`src/rtl/knn_sched.sv`:
```
// knn_sched: sequencer for the KNN distance datapath.
// Streams n_points {label, x, y} records from the point memory. It computes
// the squared Euclidean distance of each record to a latched test point and
// keeps a sorted list of the K nearest records. Ties keep the earlier record
// nearer.
// Optional feature: define KNN_VOTE_EN to add a majority vote over the kept
// labels. The vote takes K extra cycles before done.
`timescale 1ns/1ps
module knn_sched #(
  parameter int COORD_W = 16,
  parameter int LABEL_W = 8,
  parameter int ADDR_W  = 10,
  parameter int K       = 4,
  localparam int DIST_W = 2*COORD_W+3
) (
  input  logic                          clk,
  input  logic                          rst,
  input  logic                          start,
  input  logic [ADDR_W-1:0]             n_points,
  input  logic signed [COORD_W-1:0]     test_x,
  input  logic signed [COORD_W-1:0]     test_y,
  output logic                          busy,
  output logic                          done,
  output logic                          mem_en,
  output logic [ADDR_W-1:0]             mem_addr,
  input  logic [LABEL_W+2*COORD_W-1:0]  mem_rdata,
  output logic [K*LABEL_W-1:0]          knn_label,
  output logic [K*DIST_W-1:0]           knn_dist,
  output logic [3:0]                    knn_count
`ifdef KNN_VOTE_EN
  ,
  output logic [LABEL_W-1:0]            vote_label,
  output logic                          vote_valid
`endif
);

  typedef enum logic [2:0] {
    S_IDLE,
    S_FETCH,
    S_CALC,
    S_INSERT,
`ifdef KNN_VOTE_EN
    S_VOTE,
`endif
    S_DONE
  } state_t;

  state_t state_q, state_d;

  // Search context latched on start
  logic signed [COORD_W-1:0] tx_q, ty_q;
  logic [ADDR_W-1:0]         n_q;
  logic [ADDR_W-1:0]         index_q;
  logic [ADDR_W-1:0]         index_next;
  logic                      index_last;

  // Record under evaluation
  logic [LABEL_W-1:0]        rec_label_q;
  logic [DIST_W-1:0]         dist_q;

  // Sorted neighbour list; entry 0 is the nearest
  logic [LABEL_W-1:0]        lbl_q [K];
  logic [DIST_W-1:0]         dst_q [K];
  logic [3:0]                count_q;

  // Insertion results
  logic [LABEL_W-1:0]        lbl_d [K];
  logic [DIST_W-1:0]         dst_d [K];
  logic [3:0]                count_next;
  int                        ins_pos;

  // Distance datapath
  logic [COORD_W-1:0]              rec_x, rec_y;
  logic signed [2*COORD_W+1:0]     dx_w, dy_w;
  logic [2*COORD_W+1:0]            sq_x, sq_y;
  logic [DIST_W-1:0]               dist_calc;

`ifdef KNN_VOTE_EN
  logic [3:0]                vote_idx_q;
  logic [3:0]                best_cnt_q;
  logic [LABEL_W-1:0]        best_label_q;
  logic [LABEL_W-1:0]        vote_sel;
  logic [3:0]                vote_match;
`endif

  assign index_next = index_q + ADDR_W'(1);
  assign index_last = (index_next == n_q);
  assign count_next = (count_q == 4'(K)) ? count_q : count_q + 4'd1;

  // State register
  always_ff @(posedge clk or negedge rst) begin
    if (!rst) state_q <= S_IDLE;
    else      state_q <= state_d;
  end

  // Next-state logic
  always_comb begin
    // NOTE: default first, so every path assigns state_d and no latch is inferred.
    state_d = state_q;
    case (state_q)
      S_IDLE:   if (start) state_d = (n_points == '0) ? S_DONE : S_FETCH;
      S_FETCH:  state_d = S_CALC;
      S_CALC:   state_d = S_INSERT;
      S_INSERT: begin
        if (index_last) begin
`ifdef KNN_VOTE_EN
          state_d = S_VOTE;
`else
          state_d = S_DONE;
`endif
        end else begin
          state_d = S_FETCH;
        end
      end
`ifdef KNN_VOTE_EN
      S_VOTE:   if (vote_idx_q == 4'(K-1)) state_d = S_DONE;
`endif
      S_DONE:   state_d = S_IDLE;
      default:  state_d = S_IDLE;
    endcase
  end

  // Squared distance of the record on mem_rdata to the test point
  always_comb begin
    rec_x     = mem_rdata[2*COORD_W-1:COORD_W];
    rec_y     = mem_rdata[COORD_W-1:0];
    // Differences need COORD_W+1 bits; widen before multiplying so the
    // signed product is exact.
    dx_w      = (2*COORD_W+2)'($signed({rec_x[COORD_W-1], rec_x}) - $signed({tx_q[COORD_W-1], tx_q}));
    dy_w      = (2*COORD_W+2)'($signed({rec_y[COORD_W-1], rec_y}) - $signed({ty_q[COORD_W-1], ty_q}));
    sq_x      = $unsigned(dx_w * dx_w);
    sq_y      = $unsigned(dy_w * dy_w);
    dist_calc = {1'b0, sq_x} + {1'b0, sq_y};
  end

  // Sorted insertion: first slot whose entry is invalid or strictly farther
  always_comb begin
    ins_pos = K;
    for (int p = K-1; p >= 0; p--) begin
      if (p >= int'(count_q) || dist_q < dst_q[p]) ins_pos = p;
    end
    for (int i = 0; i < K; i++) begin
      lbl_d[i] = lbl_q[i];
      dst_d[i] = dst_q[i];
    end
    for (int i = 1; i < K; i++) begin
      if (i > ins_pos) begin
        lbl_d[i] = lbl_q[i-1];
        dst_d[i] = dst_q[i-1];
      end
    end
    for (int i = 0; i < K; i++) begin
      if (i == ins_pos) begin
        lbl_d[i] = rec_label_q;
        dst_d[i] = dist_q;
      end
    end
  end

`ifdef KNN_VOTE_EN
  // Label of the entry under vote and how many valid entries share it
  always_comb begin
    vote_sel   = '0;
    vote_match = '0;
    for (int j = 0; j < K; j++) begin
      if (4'(j) == vote_idx_q) vote_sel = lbl_q[j];
    end
    for (int i = 0; i < K; i++) begin
      if (i < int'(count_q) && lbl_q[i] == vote_sel) vote_match = vote_match + 4'd1;
    end
  end
`endif

  // Datapath, list and registered outputs
  always_ff @(posedge clk or negedge rst) begin
    if (!rst) begin
      busy        <= 1'b0;
      done        <= 1'b0;
      mem_en      <= 1'b0;
      mem_addr    <= '0;
      tx_q        <= '0;
      ty_q        <= '0;
      n_q         <= '0;
      index_q     <= '0;
      rec_label_q <= '0;
      dist_q      <= '0;
      count_q     <= '0;
      // NOTE: the list is a small register file, not RAM, and software may
      // read it straight after reset, so every entry gets a reset value.
      for (int i = 0; i < K; i++) begin
        lbl_q[i] <= '0;
        dst_q[i] <= '1;
      end
`ifdef KNN_VOTE_EN
      vote_idx_q   <= '0;
      best_cnt_q   <= '0;
      best_label_q <= '0;
      vote_label   <= '0;
      vote_valid   <= 1'b0;
`endif
    end else begin
      // NOTE: non-blocking throughout, so every register here sees pre-edge values.
      busy   <= (state_d != S_IDLE);
      done   <= (state_d == S_DONE);
      mem_en <= (state_d == S_FETCH);
      case (state_q)
        S_IDLE: begin
          if (start) begin
            tx_q    <= test_x;
            ty_q    <= test_y;
            n_q     <= n_points;
            index_q <= '0;
            count_q <= '0;
            for (int i = 0; i < K; i++) begin
              lbl_q[i] <= '0;
              dst_q[i] <= '1;
            end
            // Address only moves when a fetch follows
            if (n_points != '0) mem_addr <= '0;
`ifdef KNN_VOTE_EN
            vote_idx_q   <= '0;
            best_cnt_q   <= '0;
            best_label_q <= '0;
            vote_label   <= '0;
            vote_valid   <= 1'b0;
`endif
          end
        end
        S_CALC: begin
          rec_label_q <= mem_rdata[LABEL_W+2*COORD_W-1:2*COORD_W];
          dist_q      <= dist_calc;
        end
        S_INSERT: begin
          for (int i = 0; i < K; i++) begin
            lbl_q[i] <= lbl_d[i];
            dst_q[i] <= dst_d[i];
          end
          count_q <= count_next;
          index_q <= index_next;
          if (!index_last) mem_addr <= index_next;
        end
`ifdef KNN_VOTE_EN
        S_VOTE: begin
          // Strictly greater keeps the nearer entry on equal counts
          if (int'(vote_idx_q) < int'(count_q) && vote_match > best_cnt_q) begin
            best_cnt_q   <= vote_match;
            best_label_q <= vote_sel;
          end
          vote_idx_q <= vote_idx_q + 4'd1;
        end
        S_DONE: begin
          vote_valid <= (count_q != '0);
          vote_label <= (count_q != '0) ? best_label_q : '0;
        end
`endif
        default: ;
      endcase
    end
  end

  // Flatten the list onto the result ports, entry 0 in the LSBs
  for (genvar g = 0; g < K; g++) begin : g_out
    assign knn_label[g*LABEL_W +: LABEL_W] = lbl_q[g];
    assign knn_dist[g*DIST_W +: DIST_W]    = dst_q[g];
  end
  assign knn_count = count_q;

endmodule

```
`config.mk`:
```
export PLATFORM = sky130hd
export DESIGN_NAME = knn_sched
export DESIGN_NICKNAME = d
export VERILOG_FILES = /design/src/rtl/knn_sched.sv
export SDC_FILE = /design/constraint.sdc
export NUM_CORES = 2
export LEC_CHECK = 0
export ABC_AREA = 0
export BUFFER_PORTS_ARGS = -buffer_cell sky130_fd_sc_hd__buf_2
export CORE_MARGIN = 3
export CORE_UTILIZATION = 35
export CTS_CLUSTER_SIZE = 40
export DETAILED_ROUTE_END_ITERATION = 6
export HOLD_SLACK_MARGIN = 0.15
export PLACE_DENSITY = 0.65
export SLEW_MARGIN = 30
export SYNTH_ARGS = -nofsm -noshare
export SYNTH_HDL_FRONTEND = slang
export SYNTH_SLANG_ARGS = --single-unit
```
`constraint.sdc`:
```
create_clock -name clk -period 9.6 [get_ports clk]
set_input_delay 1.44 -clock clk [delete_from_list [all_inputs] [get_ports clk]]
set_output_delay 1.44 -clock clk [all_outputs]
set_load 0.01 [all_outputs]
```
==> results by group <==
Outcome
  • Status: finished, violations left
  • Failing checks: negative setup slack

Clock network
  • Clock root cell: clkbuf_16
  • Worst-Skew Late Latency: 0.58 ns
  • Max H-tree Level: 2
  • Max clock buf depth: 3
  • Hold_buf cts: 0
  • Clk sink count: 287
  • Total CTS buffers: 36
  • Clock-pin transition on the worst setup and hold timing paths: 0.06 ns
  • CTS tree: yes

Global route
  • Initial antenna violation count: 1
  • Number of global-route vias before repair: 34028
  • Largest net degree at the start of global routing: 106
  • First-pass GRT wire length: 178600 um
  • Total gr overflow: 0
  • Total GRT Usage: 19.63%

Drt
  • First-pass DRT Iterations: 5
  • Post-route ant nets: 0
  • DRT iter0 DRCs: 1500
  • Via Count: 31982
  • Routed WL: 111400 um
  • Via density: 4.941
  • Average wire per standard cell: 17.21 um
  • Drt drc: 0

Critical path
  • Crit path max-delay cell type: fa_2
  • Critical Path AT: 10.40 ns
  • Worst-path maximum fanout: 8
  • Critical Path Most Common Cell: buf_6
  • CP max stage delay: 0.57 ns
  • Crit path capture type: flip-flop
  • CP Launch Type: primary input
  • Setup CP Type: in -> reg
  • CP required: 10.08 ns

Die
  • Core ar.: 0.1080 mm^2
  • Top Ports: 274
  • Die ar.: 0.1137 mm^2
  • Die height: 337.1 um
  • Number of core rows: 120
  • Initial Utilization: 35.55%
  • Die Width: 337.1 um

Cells and area
  • Most frequent cells in the layout: inv_1 (841), buf_4 (626), fa_1 (528)
  • Nets: 6046
  • Layout area overhead: 27.66%
  • Sequential Area: 0.007357 mm^2
  • Area of the multi-input gates: 0.02883 mm^2
  • Fill count: 10269
  • N_diodes: 0
  • Share of cells above drive strength 1: 29.39%
  • Leading cell type in the layout, fill and taps excluded: inv_1

STA
  • Final period utilization: 103.3%
  • Rel. slew slack: 37.99%
  • Setup Viol. Count Final: 8
  • Fin. Hold Viols: 0
  • Worst Setup Slack, final: -0.3183 ns
  • Worst Max-Slew Pin Slew: 0.9267 ns
  • Slew Limit Fails: 0
  • Final Skew: 0.03766 ns
  • Max Fclk: 0.1008 GHz
  • RSZ-0062 raised after global routing: yes
  • Min Tclk post-route: 9.918 ns

Logic synthesis
  • Syn Nets: 5212
  • Ys Warns: 0
  • Sequential cell area fraction in the yosys report: 19.17%
  • Avg Synthesized Cell Area: 9.117 um^2
  • Synthesis-stage register bit count: 287
  • Synth cell types: 78
  • Top post-synthesis cells by area: fa_1 (28%), ha_1 (12%), dfrtp_1 (9.6%)
  • Ys async rst share: 100.0%
  • Yosys top cell by area: fa_1
  • Synth Instances: 4209
  • Dominant synthesized flop cell: dfrtp_1
  • Syn Std Cell Area: 0.03838 mm^2
  • Top-area cell type share of the netlist area: 28.33%
  • Post-synth EDFFs: 0

Placed design
  • Hpwl dp: 90100 um
  • PortBufs: 273
  • RD Place Congestion: 0.9122
  • Place WS: -1.292 ns

Flow run
  • Max-cap viol count: 0

Min path
  • Hold Crit Class: reg -> reg
worst max-delay path, delay by kind of cell:
family / cells / cell delay (ns)
compound gates: 11 / 2.12
xor+xnor: 1 / 0.20
fa+ha+maj: 10 / 3.86
buf+inv: 11 / 0.96
simple gates: 9 / 1.78
layer usage:
| metal | wire, um | vias up | track usage (%) |
|---|---|---|---|
| li1 | - | 15102 | - |
| met1 | 45230 | 16012 | 23.95 |
| met2 | 57540 | 671 | 36.00 |
| met3 | 5089 | 197 | 2.299 |
| met4 | 3539 | 0 | 6.110 |
| met5 | 0 | - | 0 |
final cells by class:
class,instances,area share (%)
inverters,888,6.867
clock inverters,21,0.3678
repair buffers,929,13.29
multi-input cells,2901,58.85
clock buffers,44,2.025
well taps,1403,3.583
flip-flops and latches,287,15.02
flip-flops by register name, summed over array words and instances, names as in the netlist:
signal	flops
busy	1
dist_q	35
done	1
index_q	10
knn_count	4
knn_dist	140
knn_label	32
mem_addr	10
mem_en	1
n_q	10
rec_label_q	8
state_q	3
tx_q	16
ty_q	16
final timing paths:
| kind | from | to | slack [ns] | cells past startpoint |
|---|---|---|---|---|
| min reg2reg | mem_addr[8] | mem_addr[8] | 0.48 | 2 |
| min in group asynchronous | rst | mem_addr[6] | 0.92 | 1 |
| max reg2reg | ty_q[0] | dist_q[28] | 0.12 | 42 |
| min | mem_addr[8] | mem_addr[8] | 0.48 | 2 |
| max in group asynchronous | rst | ty_q[8] | 7.18 | 2 |
| max | mem_rdata[0] | dist_q[28] | -0.32 | 42 |
what timing repair did:
action,in CTS,in global routing
endpoints found under the setup margin,16,18
buffers inserted,41,43
pin swaps,94,211
resized for setup,99,173
per-stage QoR:
step	cell area [um^2]	TNS, ns	hold slack (ns)	util, %	std cells
floorplan	39080	-1.974	0.4539	-	4209
global placement	46000	-14.67	0.4642	42.61	6328
detailed placement	46010	-16.81	0.4691	42.62	6328
CTS	47880	-1.813	0.4821	44.35	6432
global route	48990	-5.901	0.5084	45.38	6473
finish	48990	-2.022	0.4754	45.38	6473
Yosys cell counts (27+ instances only):
cell type and instances:
nand2b_1 27, mux2_2 35, a21oi_1 132, o21ai_0 186, o221a_2 34, a2bb2oi_1 35, mux2i_1 94, nor2_1 363
dfstp_2 140, ha_1 375, inv_1 877, a21o_1 71, fa_1 543, xnor2_1 100, nor3_1 47, xor2_1 38
nand2_1 438, clkbuf_1 109, dfrtp_1 147, nand3_1 55, and3_1 32
kinds of logic (layout without fill, tap and decap cells):
group | count (synthesis) | count (layout) | share of synthesized area (%)
AND/OR/NAND/NOR | 1063 | 1063 | 11.91
flip-flops | 287 | 287 | 19.17
AO/OA/AOI/OAI | 636 | 636 | 11.03
buffers and inverters | 1021 | 1882 | 10.08
XOR/XNOR | 143 | 143 | 3.427
multiplexers | 141 | 141 | 3.831
adder cells (fa/ha/maj) | 918 | 918 | 40.55
Power is left out: the tool's default activity adds up to more than one toggle a clock period on the data nets, which glitch-free logic cannot reach.
